**src/rtl/int_queue_drain_pkg.sv**
```systemverilog
// Shared definitions for the interrupt queue drain controller: FSM encoding
// and the legal read-latency range of the interrupt queue.
package int_queue_drain_pkg;

    typedef enum logic [1:0] {
        ST_IDLE = 2'd0,
        ST_POP  = 2'd1,
        ST_WAIT = 2'd2,
        ST_HOLD = 2'd3
    } state_t;

    localparam int READ_LATENCY_MIN = 1;
    localparam int READ_LATENCY_MAX = 2;

    // Down-counter wide enough to hold READ_LATENCY_MAX-1.
    localparam int WAIT_CNT_WIDTH = 2;

    function automatic bit read_latency_legal(input int lat);
        return (lat >= READ_LATENCY_MIN) && (lat <= READ_LATENCY_MAX);
    endfunction

endpackage

```
**src/rtl/int_queue_drain.sv**
```systemverilog
// Pops interrupt events one at a time from the interrupt queue, presents each
// to the host until acknowledged, and keeps an event count and sticky ECC flags.
//
// state | meaning
// IDLE  | queue empty, nothing presented
// POP   | fifoRdEn asserted for one cycle
// WAIT  | waiting READ_LATENCY cycles for read data; last cycle captures
// HOLD  | event presented on intStatus until intClr
module int_queue_drain
    import int_queue_drain_pkg::*;
#(
    parameter int FIFO_WIDTH   = 8,
    parameter int READ_LATENCY = 1,
    parameter int CNT_WIDTH    = 16
) (
    input  logic                  clock,
    input  logic                  reset,
    input  logic                  fifoEmpty,
    input  logic [FIFO_WIDTH-1:0] fifoRdData,
    input  logic                  errSb,
    input  logic                  errDb,
    input  logic                  intClr,
    input  logic                  intMask,
    input  logic                  errClr,
    output logic                  fifoRdEn,
    output logic [FIFO_WIDTH-1:0] intStatus,
    output logic                  intStatusValid,
    output logic                  interrupt,
    output logic [CNT_WIDTH-1:0]  eventCnt,
    output logic                  errSbSticky,
    output logic                  errDbSticky
);

    if (!read_latency_legal(READ_LATENCY)) begin : g_bad_latency
        $error("int_queue_drain: READ_LATENCY must be 1 or 2");
    end

    localparam logic [WAIT_CNT_WIDTH-1:0] WAIT_LOAD = WAIT_CNT_WIDTH'(READ_LATENCY - 1);
    localparam logic [WAIT_CNT_WIDTH-1:0] WAIT_ONE  = WAIT_CNT_WIDTH'(1);
    localparam logic [CNT_WIDTH-1:0]      CNT_ONE   = CNT_WIDTH'(1);
    localparam logic [CNT_WIDTH-1:0]      CNT_MAX   = '1;

    state_t                      state;
    state_t                      state_next;
    logic [WAIT_CNT_WIDTH-1:0]   wait_cnt;
    logic [WAIT_CNT_WIDTH-1:0]   wait_cnt_next;
    logic                        capture;
    logic                        clear_valid;
    logic                        pop;
    logic                        status_valid_next;

    always_ff @(posedge clock) begin
        if (reset) begin
            state    <= ST_IDLE;
            wait_cnt <= '0;
        end else begin
            state    <= state_next;
            wait_cnt <= wait_cnt_next;
        end
    end

    always_comb begin
        state_next    = state;
        wait_cnt_next = wait_cnt;
        capture       = 1'b0;
        clear_valid   = 1'b0;
        pop           = 1'b0;
        case (state)
            ST_IDLE: begin
                if (!fifoEmpty) begin
                    state_next = ST_POP;
                end
            end
            ST_POP: begin
                pop           = 1'b1;
                wait_cnt_next = WAIT_LOAD;
                state_next    = ST_WAIT;
            end
            ST_WAIT: begin
                if (wait_cnt == '0) begin
                    capture    = 1'b1;
                    state_next = ST_HOLD;
                end else begin
                    wait_cnt_next = wait_cnt - WAIT_ONE;
                end
            end
            ST_HOLD: begin
                if (intClr) begin
                    clear_valid = 1'b1;
                    state_next  = fifoEmpty ? ST_IDLE : ST_POP;
                end
            end
            default: begin
                state_next = ST_IDLE;
            end
        endcase
    end

    // Gated by reset so a reset landing on a POP cycle never pops the shared queue.
    assign fifoRdEn = pop && !reset;

    always_comb begin
        status_valid_next = intStatusValid;
        if (capture) begin
            status_valid_next = 1'b1;
        end else if (clear_valid) begin
            status_valid_next = 1'b0;
        end
    end

    always_ff @(posedge clock) begin
        if (reset) begin
            intStatus      <= '0;
            intStatusValid <= 1'b0;
            interrupt      <= 1'b0;
            eventCnt       <= '0;
            errSbSticky    <= 1'b0;
            errDbSticky    <= 1'b0;
        end else begin
            if (capture) begin
                intStatus <= fifoRdData;
            end
            intStatusValid <= status_valid_next;
            interrupt      <= status_valid_next & ~intMask;
            if (pop && (eventCnt != CNT_MAX)) begin
                eventCnt <= eventCnt + CNT_ONE;
            end
            // A new error in the same cycle as errClr wins.
            errSbSticky <= (errSbSticky & ~errClr) | (capture & errSb);
            errDbSticky <= (errDbSticky & ~errClr) | (capture & errDb);
        end
    end

endmodule

```
**config.mk**
```make
export PLATFORM = sky130hd
export DESIGN_NAME = int_queue_drain
export DESIGN_NICKNAME = d
export VERILOG_FILES = /design/src/rtl/int_queue_drain_pkg.sv /design/src/rtl/int_queue_drain.sv
export SDC_FILE = /design/constraint.sdc
export NUM_CORES = 1
export LEC_CHECK = 0
export CELL_PAD_IN_SITES_DETAIL_PLACEMENT = 1
export CELL_PAD_IN_SITES_GLOBAL_PLACEMENT = 2
export CORE_UTILIZATION = 29
export DETAILED_ROUTE_END_ITERATION = 8
export PLACE_DENSITY = 0.92
export SETUP_SLACK_MARGIN = 0.4
export SLEW_MARGIN = 10
export SYNTH_ARGS = -nofsm -noshare
export SYNTH_HDL_FRONTEND = slang
export SYNTH_SLANG_ARGS = --single-unit
```
**constraint.sdc**
```tcl
create_clock -name clock -period 3.8 [get_ports clock]
set_clock_uncertainty 0.2 [all_clocks]
set_input_delay 0.76 -clock clock [delete_from_list [all_inputs] [get_ports clock]]
set_output_delay 0.76 -clock clock [all_outputs]
set_load 0.02 [all_outputs]
```
==> results of run 1 <==
-- area by class of cell --
class                      count  area share
multi-input combinational    130       0.399
sequential                    32       0.297
timing repair buffer          45       0.208
tap                           70      0.0406
clock buffer                   6      0.0383
inverter                       7      0.0122
clock inverter                 2     0.00464
-- report_power, final --
group          leakage (nW)  internal (mW)  switching, mW  total, mW
sequential            0.259          0.383         0.0372      0.420
clock                0.0510          0.144          0.126      0.271
combinational         0.453          0.163          0.188      0.352
-- registers in the layout, indices dropped and copies added (netlist names) --
signal / flops
intStatusValid: 1
state: 2
eventCnt: 16
intStatus: 8
interrupt: 1
errDbSticky: 1
wait_cnt: 2
errSbSticky: 1
-- worst max-delay path, stage by stage --
cell and delay [ns]:
clkdlybuf4s50_1 0.43, nor2b_1 0.11, clkdlybuf4s50_1 0.62
-- cell usage in the layout, fill, tap and decap left out, types with 2 or more instances in the layout --
cell type         n
a21oi_1          21
and2_1            3
and4_1            2
clkbuf_8          6
clkdlybuf4s50_1  44
clkinv_2          2
dfxtp_1          32
ha_1              8
inv_1             7
mux2_2            2
mux2i_1           3
nand2_1          21
nand3_1           3
nand4_1           2
nand4_2           3
nor2_1           15
nor2b_1           7
nor3_1            4
nor4_1            2
o21ai_0           2
o31ai_1           5
or2_2             2
or3_1             2
or4_1             3
xor2_1            5
-- logic make-up after synthesis --
logic type / count (synthesis) / synth area share
compound gates: 36 / 0.146
xor+xnor: 5 / 0.0283
fa+ha+maj: 8 / 0.0647
buf+inv: 12 / 0.0291
flops: 32 / 0.414
mux: 5 / 0.0340
simple gates: 76 / 0.283
-- routing by layer --
layer | part of all wire | vias to the layer above | GRT usage
met5 | 0 | - | 0
li1 | - | 716 | -
met4 | 0.014 | 0 | 0.0566
met3 | 0.067 | 7 | 0.0562
met2 | 0.48 | 38 | 0.260
met1 | 0.44 | 682 | 0.171
-- worst paths after layout --
check	startpoint	endpoint	slack (ns)	cells after the start
max reg2reg	state[1]$_SDFFE_PP0P_	eventCnt[13]$_SDFFE_PP0P_	1.65	6
min	intStatus[0]$_SDFFE_PP0N_	intStatus[0]$_SDFFE_PP0N_	0.25	2
max	reset	fifoRdEn	0.91	3
min reg2reg	intStatus[0]$_SDFFE_PP0N_	intStatus[0]$_SDFFE_PP0N_	0.25	2
==> results.py, run 1 <==
metrics = {
    "run_status": {
        "status": "finished clean",
    },
    "sta": {
        "drv_slew": 0,
        "period_share": 0.760,
        "setup_tns_ns": 0,
        "setup_ws_ns": 0.911,
        "final.min_clock_period_ns": 2.89,
        "rsz0062_at_grt": "false",
        "whs_ns": 0.253,
        "fmax_mhz": 346,
        "hold_viol_final": 0,
        "slew-limit-headroom": 0.662,
        "setup_viol": 0,
        "tightest_slew_ns": 0.504,
    },
    "drt": {
        "via_count": 1443,
        "post_drt_via_cell_ratio": 4.94,
        "wire_per_inst_um": 13.1,
        "dr.pass1.iters": 4,
        "drtIter0Drc": 46,
        "drc": 0,
        "drt.antenna.violating_nets": 0,
        "detail_route.wirelength_um": 3810,
    },
    "place": {
        "io_buffers": 44,
        "dpl_worst_slack_ns": 0.899,
        "dpl_cell_area_mm2": 0.00206,
        "hpwl_um": 2790,
        "dp_cells": 284,
        "gp_congestion": 0.693,
    },
    "layout": {
        "diodes": 0,
        "drive_gt1_frac": 0.0946,
        "seq_area_um2": 641,
        "stdcell_area_mm2": 0.00216,
        "fin_cells": 292,
        "multi_input_area_um2": 861,
        "area_growth_pct": 39.4,
        "final.fill_count": 612,
        "nets": 245,
        "fin_util": 0.422,
    },
    "synth": {
        "yosys.area.top_type_share": 0.414,
        "syn_inst": 174,
        "synth.avg_cell_area_um2": 8.89,
        "synth_edf_count": 0,
        "synthTopCellsByArea": "dfxtp_1, a21oi_1, ha_1",
        "ys_types": 38,
        "syn_area_mm2": 0.00155,
        "ys_ff_latch": 32,
        "async_flop_share": 0,
        "synth_most_common_cell": "dfxtp_1",
        "syn_nets": 198,
        "synth_area_leader_cell": "dfxtp_1",
        "yosys-top-cells-count": "dfxtp_1, a21oi_1, nand2_1",
        "ys_seq_area_frac": 0.414,
        "ys_warn_count": 0,
        "ys.flop_type": "dfxtp_1",
    },
    "setup_path": {
        "crit_fanout": 2,
        "start_kind": "primary input",
        "critPathCaptureType": "primary output",
        "arrival_ns": 1.93,
        "required_ns": 2.84,
        "worstSetupPathType": "primary input to primary output",
    },
    "floorplan": {
        "start_util": 0.303,
        "die_w_um": 75.0,
        "dieArea_mm2": 0.00563,
        "placeableCoreArea_mm2": 0.00511,
        "die_y_um": 75.0,
        "fp-row-count": 26,
        "pin_count": 45,
    },
    "global_routing": {
        "antenna_found_initial": 0,
        "overflow": 0,
        "track_usage": 0.151,
        "grt_max_degree": 33,
        "grt_pass1_vias": 1440,
        "grt_pass1_wl_um": 6410,
    },
    "cts": {
        "path_clk_slew_ns": 0.07,
        "cts_resized": 0,
        "post_cts_buffers": 0,
        "insertion_delay_ns": 0.28,
        "cts_inserted_buffers": 5,
        "cts_sinks": 32,
        "cts_max_level": 2,
        "root_buffer": "clkbuf_8",
        "clockBufferDepth": 2,
        "cts_tree": "built",
        "cts-hold-fix-buffers": 0,
    },
    "min_path": {
        "hold_class": "flip-flop to flip-flop",
    },
    "power": {
        "total_leakage_power_nw": 0.762,
        "power_density_mw_per_mm2": 484,
        "ir_worst_vdd_v": 0.000233,
        "power.total_mw": 1.04,
    },
    "run": {
        "cap_violations": 0,
    },
}
Power figures use the tool's default switching activity.
==> run 2: changes to the inputs <==
--- a/config.mk
+++ b/config.mk
@@ -7,9 +7,9 @@
 export LEC_CHECK = 0
 export CELL_PAD_IN_SITES_DETAIL_PLACEMENT = 1
 export CELL_PAD_IN_SITES_GLOBAL_PLACEMENT = 2
-export CORE_UTILIZATION = 29
+export CORE_UTILIZATION = 27
 export DETAILED_ROUTE_END_ITERATION = 8
-export PLACE_DENSITY = 0.92
+export PLACE_DENSITY = 0.87
 export SETUP_SLACK_MARGIN = 0.4
 export SLEW_MARGIN = 10
 export SYNTH_ARGS = -nofsm -noshare
==> constraint.sdc (replaced) <==
create_clock -name clock -period 2.79 [get_ports clock]
set_clock_uncertainty 0.2 [all_clocks]
set_input_delay 0.558 -clock clock [delete_from_list [all_inputs] [get_ports clock]]
set_output_delay 0.558 -clock clock [all_outputs]
set_load 0.02 [all_outputs]
==> results.py, run 2 (synthesized netlist as in run 1, its figures left out) <==
metrics = {
    "power": {
        "p_sw_frac": 0.332,
        "total_leakage_power_nw": 0.765,
        "p_comb_frac": 0.317,
        "power_density_mw_per_mm2": 691,
        "ir_worst_vdd_v": 0.000398,
        "pwr-share-seq": 0.380,
        "clkPwrFrac": 0.303,
        "p_switching_uw": 499,
        "internal_power_mw": 1.01,
    },
    "setup_path": {
        "worstPathCellList": "inv_1 > ha_2 > nor2b_1 > clkdlybuf4s15_1",
        "arrival_ns": 1.52,
        "crit_fanout": 8,
        "max_stage_delay_ns": 0.37,
        "worstSetupPathType": "flip-flop to primary output",
        "required_ns": 2.03,
        "critPathCaptureType": "primary output",
        "start_kind": "flip-flop",
        "cpMaxStageDelayCell": "dfxtp_1",
    },
    "place": {
        "gp_congestion": 0.742,
        "io_buffers": 44,
        "hpwl_um": 2770,
    },
    "layout": {
        "drive_gt1_frac": 0.0991,
        "top_regs": "eventCnt (16), intStatus (8)",
        "seq_area_um2": 641,
        "regMostFlops": "eventCnt",
        "final.fill_count": 639,
        "diodes": 0,
        "layout_common_cells": "clkdlybuf4s50_1, dfxtp_1, a21oi_1, nand2_1, nor2_1",
        "area_growth_pct": 40.9,
        "multi_input_area_um2": 863,
        "largest_register_ffs": 16,
        "nets": 245,
        "mostFrequentLayoutCell": "clkdlybuf4s50_1",
    },
    "floorplan": {
        "placeableCoreArea_mm2": 0.00551,
        "die_y_um": 77.7,
        "die_w_um": 77.7,
        "start_util": 0.281,
        "fp-row-count": 27,
        "dieArea_mm2": 0.00603,
        "pin_count": 45,
    },
    "global_routing": {
        "overflow": 0,
        "antenna_found_initial": 0,
        "track_usage": 0.141,
        "grt_max_degree": 33,
        "grt_pass1_vias": 1455,
        "grt_pass1_wl_um": 6800,
    },
    "cts": {
        "cts_sinks": 32,
        "root_buffer": "clkbuf_8",
        "cts_max_level": 2,
        "insertion_delay_ns": 0.29,
        "clockBufferDepth": 2,
        "cts_inserted_buffers": 5,
        "path_clk_slew_ns": 0.08,
        "cts_tree": "built",
    },
    "sta": {
        "slew-limit-headroom": 0.653,
        "setup_viol": 0,
        "drv_slew": 0,
        "final.min_clock_period_ns": 2.28,
        "tightest_slew_ns": 0.516,
        "hold_viol_final": 0,
        "rsz0062_at_grt": "false",
        "whs_ns": 0.253,
        "fmax_mhz": 439,
        "period_share": 0.817,
        "setup_tns_ns": 0,
    },
    "drt": {
        "drc": 0,
        "post_drt_via_cell_ratio": 4.90,
        "dr.pass1.iters": 4,
        "drt.antenna.violating_nets": 0,
        "detail_route.wirelength_um": 3900,
        "via_count": 1442,
        "drtIter0Drc": 51,
        "wire_per_inst_um": 13.3,
    },
    "run_status": {
        "status": "finished clean",
    },
    "run": {
        "cap_violations": 0,
    },
    "min_path": {
        "hold_class": "flip-flop to flip-flop",
    },
}
-- run 2: metal layers --
metal / GRT usage / share of wire / up-vias
met5: 0 / 0 / -
met4: 0.0660 / 0.022 / 0
met3: 0.0541 / 0.077 / 9
met2: 0.235 / 0.45 / 42
met1: 0.157 / 0.45 / 676
li1: - / - / 715
-- run 2: worst paths after layout --
| kind | startpoint | to | slack, ns | cells after the start |
|---|---|---|---|---|
| max | state[1]$_SDFFE_PP0P_ | fifoRdEn | 0.51 | 4 |
| min | intStatus[1]$_SDFFE_PP0N_ | intStatus[1]$_SDFFE_PP0N_ | 0.25 | 2 |
| max reg2reg | state[1]$_SDFFE_PP0P_ | eventCnt[13]$_SDFFE_PP0P_ | 0.70 | 6 |
| min reg2reg | intStatus[1]$_SDFFE_PP0N_ | intStatus[1]$_SDFFE_PP0N_ | 0.25 | 2 |
-- run 2: cell type report --
cell class              count  area share
repair buffers             45       0.206
well taps                  72      0.0413
multi-input cells         130       0.396
inverters                   7      0.0121
clock inverters             3      0.0195
clock buffers               5      0.0316
flip-flops and latches     32       0.294
-- run 2: worst max-delay path, delay by kind of cell (launching register included) --
kind          cells  cell delay, ns
fa+ha+maj         1            0.26
buf+inv           2            0.44
flops             1            0.37
simple gates      1            0.16
-- run 2: timing repair --
item,CTS,global route
setup endpoints to repair,1,1
setup buffers,0,0
cloned,0,0
gates resized for setup,2,1
hold buffers,0,0
endpoints found under the hold margin,0,0
-- run 2: power by group through the flow --
stage	Combinational [mW]	Sequential, mW	Clock [mW]
finish	0.478	0.571	0.456
global route	0.535	0.583	0.490
CTS	0.487	0.573	0.474
detailed placement	0.483	0.583	0
global placement	0.478	0.581	0
floorplan	0.246	0.632	0
-- run 2: through the flow --
step / setup WS, ns / instance area [µm²] / utilization / cells / power [mW]
2_1_floorplan: 0.816 / 1550 / - / 174 / 0.878
3_3_place_gp: 0.262 / 2070 / 0.375 / 286 / 1.06
5_1_grt: 0.413 / 2180 / 0.396 / 294 / 1.61
4_1_cts: 0.460 / 2180 / 0.396 / 294 / 1.53
3_5_place_dp: 0.282 / 2070 / 0.375 / 286 / 1.07
6_report: 0.511 / 2180 / 0.396 / 294 / 1.51
